### src/rtl/pipo_rr_ctrl_if.sv
// Bundle of requester, consumer and status signals around the shared PIPO register.
// master drives requests/ack; slave (the controller) drives the register view.
interface pipo_rr_ctrl_if #(
  parameter int unsigned NREQ = 4,
  parameter int unsigned W    = 4
) ();
  localparam int unsigned SRC_W = (NREQ > 1) ? $clog2(NREQ) : 1;

  logic [NREQ-1:0]   req;
  logic [NREQ*W-1:0] d;
  logic              ack;
  logic [W-1:0]      q;
  logic              v;
  logic [NREQ-1:0]   gnt;
  logic [SRC_W-1:0]  src;
  logic [7:0]        cnt;
  logic              err;

  modport master (output req, d, ack, input q, v, gnt, src, cnt, err);
  modport slave  (input req, d, ack, output q, v, gnt, src, cnt, err);
endinterface

### src/rtl/pipo_rr_ctrl.sv
// Round-robin loader for a single shared W-bit holding register with valid/ack hand-off.
// Define PIPO_ARB_TIMEOUT_EN to abort a presentation that waits TIMEOUT cycles for ack.
module pipo_rr_ctrl #(
  parameter int unsigned NREQ    = 4,
  parameter int unsigned W       = 4,
  parameter int unsigned TIMEOUT = 15
) (
  input  logic           clk,
  input  logic           clr,
  pipo_rr_ctrl_if.slave  bus
);
  localparam int unsigned SRC_W = (NREQ > 1) ? $clog2(NREQ) : 1;

  typedef enum logic {IDLE, VALID} state_e;

  state_e           state_q, state_d;
  logic [W-1:0]     q_q, q_d;
  logic             v_q, v_d;
  logic [NREQ-1:0]  gnt_q, gnt_d;
  logic [SRC_W-1:0] src_q, src_d;
  logic [SRC_W-1:0] ptr_q, ptr_d;
  logic [7:0]       cnt_q, cnt_d;
  logic             err_q, err_d;

  logic [SRC_W-1:0] win_c;
  logic             found_c;
  int unsigned      idx_c;

`ifdef PIPO_ARB_TIMEOUT_EN
  localparam int unsigned TO_W = (TIMEOUT > 1) ? $clog2(TIMEOUT + 1) : 1;
  logic [TO_W-1:0] to_cnt_q, to_cnt_d;
`else
  logic unused_timeout;
  assign unused_timeout = (TIMEOUT != 0);
`endif

  // First requester after the last winner, wrapping around.
  always_comb begin
    win_c   = '0;
    found_c = 1'b0;
    idx_c   = 0;
    for (int unsigned k = 1; k <= NREQ; k++) begin
      idx_c = (32'(ptr_q) + k) % NREQ;
      if (!found_c && bus.req[idx_c]) begin
        found_c = 1'b1;
        win_c   = SRC_W'(idx_c);
      end
    end
  end

  always_comb begin
    state_d = state_q;
    q_d     = q_q;
    v_d     = v_q;
    gnt_d   = '0;
    src_d   = src_q;
    ptr_d   = ptr_q;
    cnt_d   = cnt_q;
    err_d   = 1'b0;
`ifdef PIPO_ARB_TIMEOUT_EN
    to_cnt_d = to_cnt_q;
`endif
    case (state_q)
      IDLE: begin
        if (found_c) begin
          q_d     = bus.d[32'(win_c) * W +: W];
          src_d   = win_c;
          gnt_d   = NREQ'(1) << win_c;
          v_d     = 1'b1;
          ptr_d   = win_c;
          cnt_d   = cnt_q + 8'd1;
          state_d = VALID;
`ifdef PIPO_ARB_TIMEOUT_EN
          to_cnt_d = '0;
`endif
        end
      end
      VALID: begin
        if (bus.ack) begin
          v_d     = 1'b0;
          state_d = IDLE;
        end
`ifdef PIPO_ARB_TIMEOUT_EN
        // Expiry on the TIMEOUT-th unacknowledged cycle; q is kept.
        else if (to_cnt_q == TO_W'(TIMEOUT - 1)) begin
          v_d     = 1'b0;
          err_d   = 1'b1;
          state_d = IDLE;
        end else begin
          to_cnt_d = to_cnt_q + TO_W'(1);
        end
`endif
      end
      default: state_d = IDLE;
    endcase
  end

  always_ff @(posedge clk) begin
    if (clr) begin
      state_q <= IDLE;
      q_q     <= '0;
      v_q     <= 1'b0;
      gnt_q   <= '0;
      src_q   <= '0;
      ptr_q   <= SRC_W'(NREQ - 1);
      cnt_q   <= '0;
      err_q   <= 1'b0;
`ifdef PIPO_ARB_TIMEOUT_EN
      to_cnt_q <= '0;
`endif
    end else begin
      state_q <= state_d;
      q_q     <= q_d;
      v_q     <= v_d;
      gnt_q   <= gnt_d;
      src_q   <= src_d;
      ptr_q   <= ptr_d;
      cnt_q   <= cnt_d;
      err_q   <= err_d;
`ifdef PIPO_ARB_TIMEOUT_EN
      to_cnt_q <= to_cnt_d;
`endif
    end
  end

  assign bus.q   = q_q;
  assign bus.v   = v_q;
  assign bus.gnt = gnt_q;
  assign bus.src = src_q;
  assign bus.cnt = cnt_q;
  assign bus.err = err_q;
endmodule

### src/flat_wrapper.sv
// flat-port wrapper written by rule: the top's interface ports become plain ports
module pipo_rr_ctrl_flat 
#(
  parameter int unsigned NREQ    = 4,
  parameter int unsigned W       = 4,
  parameter int unsigned TIMEOUT = 15
)
  (clk, clr, bus_req, bus_d, bus_ack, bus_q, bus_v, bus_gnt, bus_src, bus_cnt, bus_err);
  pipo_rr_ctrl_if #(.NREQ(NREQ), .W(W)) bus_i ();
  input  logic clk;
  input  logic clr;
  input wire logic [$bits(bus_i.req)-1:0] bus_req;
  input wire logic [$bits(bus_i.d)-1:0] bus_d;
  input wire logic [$bits(bus_i.ack)-1:0] bus_ack;
  output wire logic [$bits(bus_i.q)-1:0] bus_q;
  output wire logic [$bits(bus_i.v)-1:0] bus_v;
  output wire logic [$bits(bus_i.gnt)-1:0] bus_gnt;
  output wire logic [$bits(bus_i.src)-1:0] bus_src;
  output wire logic [$bits(bus_i.cnt)-1:0] bus_cnt;
  output wire logic [$bits(bus_i.err)-1:0] bus_err;
  assign bus_i.req = bus_req;
  assign bus_i.d = bus_d;
  assign bus_i.ack = bus_ack;
  assign bus_q = bus_i.q;
  assign bus_v = bus_i.v;
  assign bus_gnt = bus_i.gnt;
  assign bus_src = bus_i.src;
  assign bus_cnt = bus_i.cnt;
  assign bus_err = bus_i.err;
  pipo_rr_ctrl #(.NREQ(NREQ), .W(W), .TIMEOUT(TIMEOUT)) u_core (.clk(clk), .clr(clr), .bus(bus_i));
endmodule
### config.mk
export PLATFORM = sky130hd
export DESIGN_NAME = pipo_rr_ctrl_flat
export DESIGN_NICKNAME = d
export VERILOG_FILES = /design/src/rtl/pipo_rr_ctrl_if.sv /design/src/rtl/pipo_rr_ctrl.sv /design/src/flat_wrapper.sv
export SDC_FILE = /design/constraint.sdc
export NUM_CORES = 1
export LEC_CHECK = 0
export CAP_MARGIN = 10
export CORE_AREA = 2 2 80 44
export CTS_CLUSTER_SIZE = 20
export DETAILED_ROUTE_END_ITERATION = 6
export DIE_AREA = 0 0 82 46
export GPL_TIMING_DRIVEN = 0
export PLACE_DENSITY = 0.69
export SLEW_MARGIN = 40
export SYNTH_ARGS = -nofsm -noshare
export SYNTH_HDL_FRONTEND = slang
export SYNTH_SLANG_ARGS = --single-unit
### constraint.sdc
create_clock -name clk -period 1.4 [get_ports clk]
set_clock_uncertainty 0.05 [all_clocks]
set_input_delay 0.35 -clock clk [delete_from_list [all_inputs] [get_ports clk]]
set_output_delay 0.35 -clock clk [all_outputs]
set_load 0.01 [all_outputs]
# --- Word level (Yosys, flattened, before mapping) ---
# Cells that the tools add are included.
# W data, S select, Z words.
classes:
  n_addsub: 5
  n_lt_le_gt_ge: 4
  eq_ne: 2
  shifts: 2
  mux: 22
  bitwise: 2
  reduce_logical: 9
op_table:
  columns: ["cell", "count"]
  rows:
  - ["$shiftx A16 B5 Y4", 1]
  - ["$lt A2 B3 Y1 const B", 4]
  - ["$mux W1", 12]
  - ["$add A8 B1 Y8 const B", 1]
  - ["$bmux W1 S2", 4]
  - ["$mux W2", 4]
  - ["$add A2 B1 Y2 const B", 2]
  - ["$add A2 B2 Y2 const B", 2]
  - ["$pmux W1 S2", 2]
  - ["$reduce_and A2 Y1", 2]
  - ["$shl A1 B2 Y4 const A", 1]
  - ["$logic_and A1 B1 Y1", 3]
  - ["$logic_not A1 Y1", 3]
  - ["$reduce_or A3 Y1", 1]
  - ["$ne A2 B1 Y1 const B", 1]
  - ["$ne A2 B2 Y1 const B", 1]
  - ["$not A1 Y1", 2]
word_totals:
  ff_bits: 22
  out_inout_bits: 20

# --- Longest topological paths before layout ---
# Gate-level depths: netlist of the first run.
logic_depth:
  ltp_word: 15
  mapped_depth: 7
  ltp_nobuf: 5

# --- Worst setup path before layout of the first run ---
# No wires, ideal clock.
synth_path:
  kind: "reg2reg"
  start: "register u_core.ptr_q[1]"
  end: "register u_core.q_q[0], in the netlist u_core.bus.q[0]"
  setup_time_ps: 135
  t_arrival_ps: 1312
  slack_ps: -97
  stages_incl_launch_ff: 8
  cell_sequence: "dfxtp_1 -> buf_6 -> mux2i_1 -> o22ai_1 -> o21ba_1 -> buf_6 -> mux2i_1 -> o211ai_1"
synth_between:
  elab_chain_cells: 14
synth_rtl:
  columns: ["item", "line_no", "text"]
  rows:
  - ["start, declared", "pipo_rr_ctrl.sv:21", "logic [SRC_W-1:0] ptr_q, ptr_d;"]
  - ["start signal, assigned", "pipo_rr_ctrl.sv:105", "ptr_q <= SRC_W'(NREQ - 1);"]
  - ["start signal, assigned", "pipo_rr_ctrl.sv:117", "ptr_q <= ptr_d;"]
  - ["$add A2 B1 Y2", "pipo_rr_ctrl.sv:43", "idx_c = (32'(ptr_q) + k) % NREQ;"]
  - ["$bmux W1 S2", "pipo_rr_ctrl.sv:44", "if (!found_c && bus.req[idx_c]) begin"]
  - ["$mux W1 (not written as such)", "pipo_rr_ctrl.sv:44", null]
  - ["$mux W1", "pipo_rr_ctrl.sv:44", null]
  - ["$logic_not A1 Y1", "pipo_rr_ctrl.sv:44", null]
  - ["$logic_and A1 B1 Y1", "pipo_rr_ctrl.sv:44", null]
  - ["$mux W1", "pipo_rr_ctrl.sv:44", null]
  - ["$logic_not A1 Y1", "pipo_rr_ctrl.sv:44", null]
  - ["$logic_and A1 B1 Y1", "pipo_rr_ctrl.sv:44", null]
  - ["$mux W1", "pipo_rr_ctrl.sv:44", null]
  - ["$logic_not A1 Y1", "pipo_rr_ctrl.sv:44", null]
  - ["$logic_and A1 B1 Y1", "pipo_rr_ctrl.sv:44", null]
  - ["$mux W2 or $mux W1 (tied branches)", "pipo_rr_ctrl.sv:44", null]
  - ["$shiftx A16 B5 Y4 or $reduce_and A2 Y1 (tied branches)", null, null]
  - ["end signal, assigned", "pipo_rr_ctrl.sv:113", "q_q <= q_d;"]
  - ["end, declared", "pipo_rr_ctrl.sv:17", "logic [W-1:0] q_q, q_d;"]
# Parallel ways exist; a longest one is shown, timed or not. The select of a mux whose other input is x is not followed.
# A chain may end at the register's enable or synchronous reset.

# --- Final worst setup path of the first run ---
layout_path:
  start: "register u_core.ptr_q[1]"
  end: "register u_core.q_q[3], in the netlist u_core.bus.q[3]"
# Same word-level chain as after synthesis.

==> results.json, run 1 <==
{
  "cts_buffers": 3,
  "seqCellArea_um2": 448,
  "grt_usage_pct": 17.9,
  "fin_hold_ws_ns": 0.380,
  "htree_num_levels": 1,
  "layout-drive-gt1-share_pct": 29.8,
  "syn_nets": 146,
  "io_buffers": 41,
  "crit_slowest_cell": "dfxtp_2",
  "crit_path_max_incr_delay_ns": 0.32,
  "routedWlPerCell_um": 14.5,
  "grt_max_degree": 13,
  "start_util_pct": 35.0,
  "ant_nets": 0,
  "final_cell_mix": "20 x dlygate4sd2_1, 17 x clkdlybuf4s50_1, 16 x dfxtp_1, 13 x nor2_1",
  "maxSlewHeadroom_pct": 66.5,
  "dp_slack_ns": -0.871,
  "worstMarginPinSlew_ns": 0.502,
  "grt_antenna_before_repair": 0,
  "clockBufferDepth": 2,
  "crit_family": "compound AO/OA/AOI/OAI gates",
  "cts.sinks": 22,
  "violations": "negative setup slack",
  "n_antenna_cell": 0,
  "endpoint_kind": "flop",
  "drt_iter0_drc": 24,
  "status": "complete, but fails checks",
  "num-nets-final": 203,
  "critPathLaunchType": "flop",
  "grt.overflow.total": 0,
  "ys_seq_area_share_pct": 40.0,
  "timing.final.crit_period_ns": 1.71,
  "final.setup.tns_ns": -1.71,
  "cp_data_arrival_time_ns": 1.81,
  "rows": 15,
  "ys_ff_latch": 22,
  "place_congestion": 0.732,
  "hp-class": "primary input to flop",
  "fill_cells": 259,
  "synth_area_um2": 1100,
  "die_x_um": 82,
  "synthCells": 122,
  "critPathBufInv": 2,
  "finalSetupViolations": 13,
  "crit_required_ns": 1.50,
  "first_pass_iters": 4,
  "peakVddDrop_mv": 0.357,
  "grt_setup_unrepaired": "yes",
  "viasPerCell": 4.88,
  "synth_ff_type": "dfxtp_1",
  "synth_edf_count": 0,
  "finalCritPeriodShare_pct": 122,
  "max-cap-violations": 0,
  "fin_ws_ns": -0.312,
  "post-dp-hpwl_mm": 2.22,
  "post-place-cells": 205,
  "critPathMaxFanout": 6,
  "grt_pass1_vias": 969,
  "fmax_ghz": 0.584,
  "vias": 1074,
  "drv_slew": 0,
  "place_area_um2": 1580,
  "async_flop_share_pct": 0,
  "power_leakage_nw": 0.782,
  "powerDensity_nw_per_um2": 930,
  "instances_no_fill": 220,
  "yosysWarnings": 0,
  "clk_latency_ns": 0.26,
  "multi_input_area_um2": 713,
  "cts_root_buffer": "clkbuf_8",
  "path_class": "flop to flop",
  "core-area_um2": 3150,
  "final_cell_area_um2": 1830,
  "cts_tree": "done",
  "layout_commonest_cell": "dlygate4sd2_1",
  "drt_wl_total_mm": 3.19,
  "ioPinCount": 43,
  "hold_viol_final": 0,
  "post-route-drc-count": 0,
  "synth.distinct_cells": 38,
  "die-area_um2": 3770,
  "dieHeight_um": 46,
  "grt_pass1_wl_mm": 4.86,
  "area_growth_pct": 65.9,
  "path_clk_slew_ns": 0.08,
  "crit_path_cell_trace": "buf_6 > nand2b_1 > a21boi_1 > o21ba_4 > buf_8 > mux2i_4 > o211ai_1",
  "syn_area_per_cell_um2": 9.04
}
metrics by stage:
step,util (%),total power [W]
final,58.0,0.00170
after floorplan,-,0.000952
after detailed placement,50.1,0.00115
after CTS,55.6,0.00167
after global placement,50.1,0.00114
after global routing,58.0,0.00178
worst reg2reg max path, delay by kind of cell (launching register included):
family                 cells  cell delay, ns
flip-flops                 1            0.32
AO/OA/AOI/OAI              3            0.57
AND/OR/NAND/NOR            1            0.15
buffers and inverters      2            0.26
multiplexers               1            0.24
path summary, 6_finish.rpt:
path	from	to	slack, ns	cells past startpoint
max	u_core.ptr_q[1]$_SDFFE_PP1P_	u_core.bus.q[3]$_SDFFE_PP0P_	-0.31	7
min	bus_req[2]	u_core.state_q$_SDFF_PP0_	0.38	3
max reg2reg	u_core.ptr_q[1]$_SDFFE_PP1P_	u_core.bus.q[3]$_SDFFE_PP0P_	-0.31	7
min reg2reg	u_core.bus.src[1]$_SDFFE_PP0P_	u_core.bus.src[1]$_SDFFE_PP0P_	0.40	2
power by group:
| group | leakage (nW) | internal, W | switching, W | total (W) |
|---|---|---|---|---|
| clock | 0.0288 | 0.000251 | 0.000208 | 0.000459 |
| combinational | 0.571 | 0.000284 | 0.000240 | 0.000524 |
| sequential | 0.182 | 0.000680 | 0.0000386 | 0.000719 |
| total | 0.782 | 0.00122 | 0.000487 | 0.00170 |
kinds of logic after synthesis:
kind of cell / share of synthesized area (%)
AOI/OAI and AO/OA: 15.6
xor gates and xnor gates: 4.77
muxes: 9.08
adders and majority gates: 1.13
and+or+nand+nor: 23.6
other: 0.340
DFF: 40.0
buffers and inverters: 5.56
cell usage after synthesis, types with 2 or more instances:
master	number	share of area [%]
o21ai_0	3	1.4
o211ai_1	4	2.7
dfxtp_1	22	40
buf_6	3	3.1
nor3b_1	8	5.4
a21oi_1	2	0.91
nor2_1	19	6.5
inv_1	3	1.0
mux2i_1	10	9.1
nand2_1	13	4.4
xor2_1	2	1.6
xnor2_1	4	3.2
nand2b_1	2	1.1
nor3_1	3	1.4
state kept, by name, summed over array words and instances, names as in the netlist:
| name | cells |
|---|---|
| u_core.bus.cnt | 8 |
| u_core.bus.gnt | 4 |
| u_core.bus.q | 4 |
| u_core.bus.src | 2 |
| u_core.bus.v | 1 |
| u_core.ptr_q | 2 |
| u_core.state_q | 1 |
what timing repair did:
| item | CTS | global route |
|---|---|---|
| endpoints found under the setup margin | 41 | 18 |
| gates cloned | 1 | 0 |
| setup buffers | 7 | 4 |
| gates resized for setup | 66 | 16 |
| hold buffers | 0 | 0 |
| pin swaps | 8 | 9 |
layer usage:
layer	part of all wire [%]	GRT usage [%]	vias to the layer above
met2	45	25.9	22
met4	0.72	4.00	0
met5	0	0	-
met3	2.7	5.16	2
met1	51	26.1	512
li1	-	-	538
final cells by class:
type	instances	share of cell area, %
Clock buffer	4	3.01
Tap cell	42	2.87
Multi-Input combinational cell	91	39.0
Buffer	6	3.28
Sequential cell	22	24.5
Inverter	3	0.616
Timing Repair Buffer	52	26.7
Note: power is estimated with default switching activity, not from simulation.
==> inputs of run 2 (changes only) <==
- CORE_AREA: 2 2 80 44 -> 2 2 78 43
- DIE_AREA: 0 0 82 46 -> 0 0 80 45
- clock period: 1.4 -> 1.7 ns (I/O delays scaled with it)
==> run 2 against run 1 <==
Compared with the run above:
- the run now ends clean
- sequential share of layout area increased by 1.2 points
- final cell count down 3.2%
- non-clock buffer count fell by 5
- register-to-register slack improved by 0.32 ns
- via count is 2.0% lower
- first-iteration DRC count grew to 2.7 times the previous value
- combinational power shrank 23%
- flip-flop and latch count is the same
- largest power group unchanged
- highest routed layer unchanged
==> results.json, run 2 (same netlist as run 1, synthesis figures left out) <==
{
  "core-area_um2": 2870,
  "num-nets-final": 198,
  "crit_required_ns": 1.79,
  "cts_buffers": 3,
  "grt_antenna_before_repair": 0,
  "holdBufCountCts": 0,
  "final_core_util_pct": 60.5,
  "final_cell_mix": "33 x clkdlybuf4s50_1, 17 x nor2_1, 17 x dfxtp_1, 13 x nand2_1, 8 x mux2i_1",
  "grt_max_degree": 14,
  "rows": 14,
  "die_x_um": 80,
  "fin_hold_ws_ns": 0.427,
  "hold_viol_final": 0,
  "peakVddDrop_mv": 0.641,
  "grt_pass1_wl_mm": 4.91,
  "powerDensity_nw_per_um2": 852,
  "grt.overflow.total": 0,
  "fmax_ghz": 0.590,
  "cp_data_arrival_time_ns": 1.78,
  "p_total_w": 0.00148,
  "finalSetupViolations": 0,
  "ioPinCount": 43,
  "start_util_pct": 38.4,
  "clockBufferDepth": 2,
  "endpoint_kind": "flop",
  "vias": 1052,
  "post-place-cells": 203,
  "path_class": "flop to flop",
  "place_congestion": 0.760,
  "max-cap-violations": 0,
  "instances_no_fill": 213,
  "cts.sinks": 22,
  "drt_iter0_drc": 65,
  "grt_setup_unrepaired": "yes",
  "path_clk_slew_ns": 0.08,
  "timing.final.crit_period_ns": 1.70,
  "power_leakage_nw": 0.711,
  "first_pass_iters": 4,
  "critPathLaunchType": "flop",
  "post-route-drc-count": 0,
  "die-area_um2": 3600,
  "cts_root_buffer": "clkbuf_8",
  "area_growth_pct": 57.8,
  "layout_commonest_cell": "clkdlybuf4s50_1",
  "finalCritPeriodShare_pct": 99.8,
  "ant_nets": 0,
  "routedWlPerCell_um": 14.6,
  "htree_num_levels": 1,
  "n_antenna_cell": 0,
  "largest_reg_flops": 8,
  "critPathMaxFanout": 8,
  "cts_tree": "done",
  "viasPerCell": 4.94,
  "hp-class": "flop to flop",
  "dieHeight_um": 45,
  "grt_pass1_vias": 1022,
  "drt_wl_total_mm": 3.12,
  "layout-drive-gt1-share_pct": 22.5,
  "drv_slew": 0,
  "post-dp-hpwl_mm": 2.17,
  "io_buffers": 41,
  "status": "finished, final reports clean",
  "clk_latency_ns": 0.27,
  "grt_usage_pct": 18.1
}
[run 2: changes by cell type in the layout (fill, tap and decap cells not counted), moves of 3 or more]
cell | previous run | this run
nor2_1 | 13 | 17
clkdlybuf4s50_1 | 17 | 33
nor3_1 | 0 | 3
nor3_2 | 3 | 0
nor2_4 | 3 | 0
buf_6 | 6 | 3
dlygate4sd2_1 | 20 | 3
clkbuf_2 | 0 | 3
buf_4 | 11 | 7
[run 2: layout make-up]
cell class	instances	area, um^2
Buffer	6	52.6
Clock buffer	3	41.3
Clock inverter	1	30.0
Fill cell	264	1130
Inverter	3	11.3
Multi-Input combinational cell	91	666
Sequential cell	22	447
Tap cell	40	50.0
Timing Repair Buffer	47	442
[run 2: what timing repair did]
action	4_1_cts	5_1_grt
gates resized for setup	14	24
endpoints found under the setup margin	26	13
gates cloned	0	1
buffers inserted	2	3
pin swaps	2	2
[run 2: worst paths after layout]
| check | start | end | slack [ns] | depth (start not counted) |
|---|---|---|---|---|
| hold reg to reg | u_core.bus.src[1]$_SDFFE_PP0P_ | u_core.bus.src[1]$_SDFFE_PP0P_ | 0.43 | 2 |
| setup reg to reg | u_core.ptr_q[1]$_SDFFE_PP1P_ | u_core.bus.q[0]$_SDFFE_PP0P_ | 0.004 | 7 |
| hold / removal | u_core.bus.src[1]$_SDFFE_PP0P_ | u_core.bus.src[1]$_SDFFE_PP0P_ | 0.43 | 2 |
| setup / recovery | u_core.ptr_q[1]$_SDFFE_PP1P_ | u_core.bus.q[0]$_SDFFE_PP0P_ | 0.004 | 7 |
[run 2: routing by layer]
layer | routed length (um) | part of all wire, % | track usage [%]
met1 | 1510 | 49 | 25.6
met2 | 1430 | 46 | 28.2
met5 | 0 | 0 | 0
met3 | 138 | 4.4 | 5.20
met4 | 31 | 0.99 | 3.05
[run 2: where the power goes]
part	switching (W)	internal, W	total (W)
combinational	0.000182	0.000221	0.000403
clock	0.000174	0.000315	0.000488
sequential	0.0000305	0.000560	0.000591
[run 2: per-stage QoR]
step	setup WS, ns	TNS (ns)	area (um^2)
2_1_floorplan	0.152	0	1100
3_3_place_gp	-0.542	-9.13	1560
3_5_place_dp	-0.608	-10.03	1560
4_1_cts	0.000587	0	1650
5_1_grt	-0.103	-0.198	1740
6_report	0.00423	0	1740
[run 2: worst max-delay path: stages (launching register included)]
cell and delay, ns:
dfxtp_2 0.33, buf_6 0.12, mux2i_2 0.22, o22ai_2 0.12, o21ba_4 0.24, buf_6 0.14, mux2i_1 0.23, o211ai_1 0.11
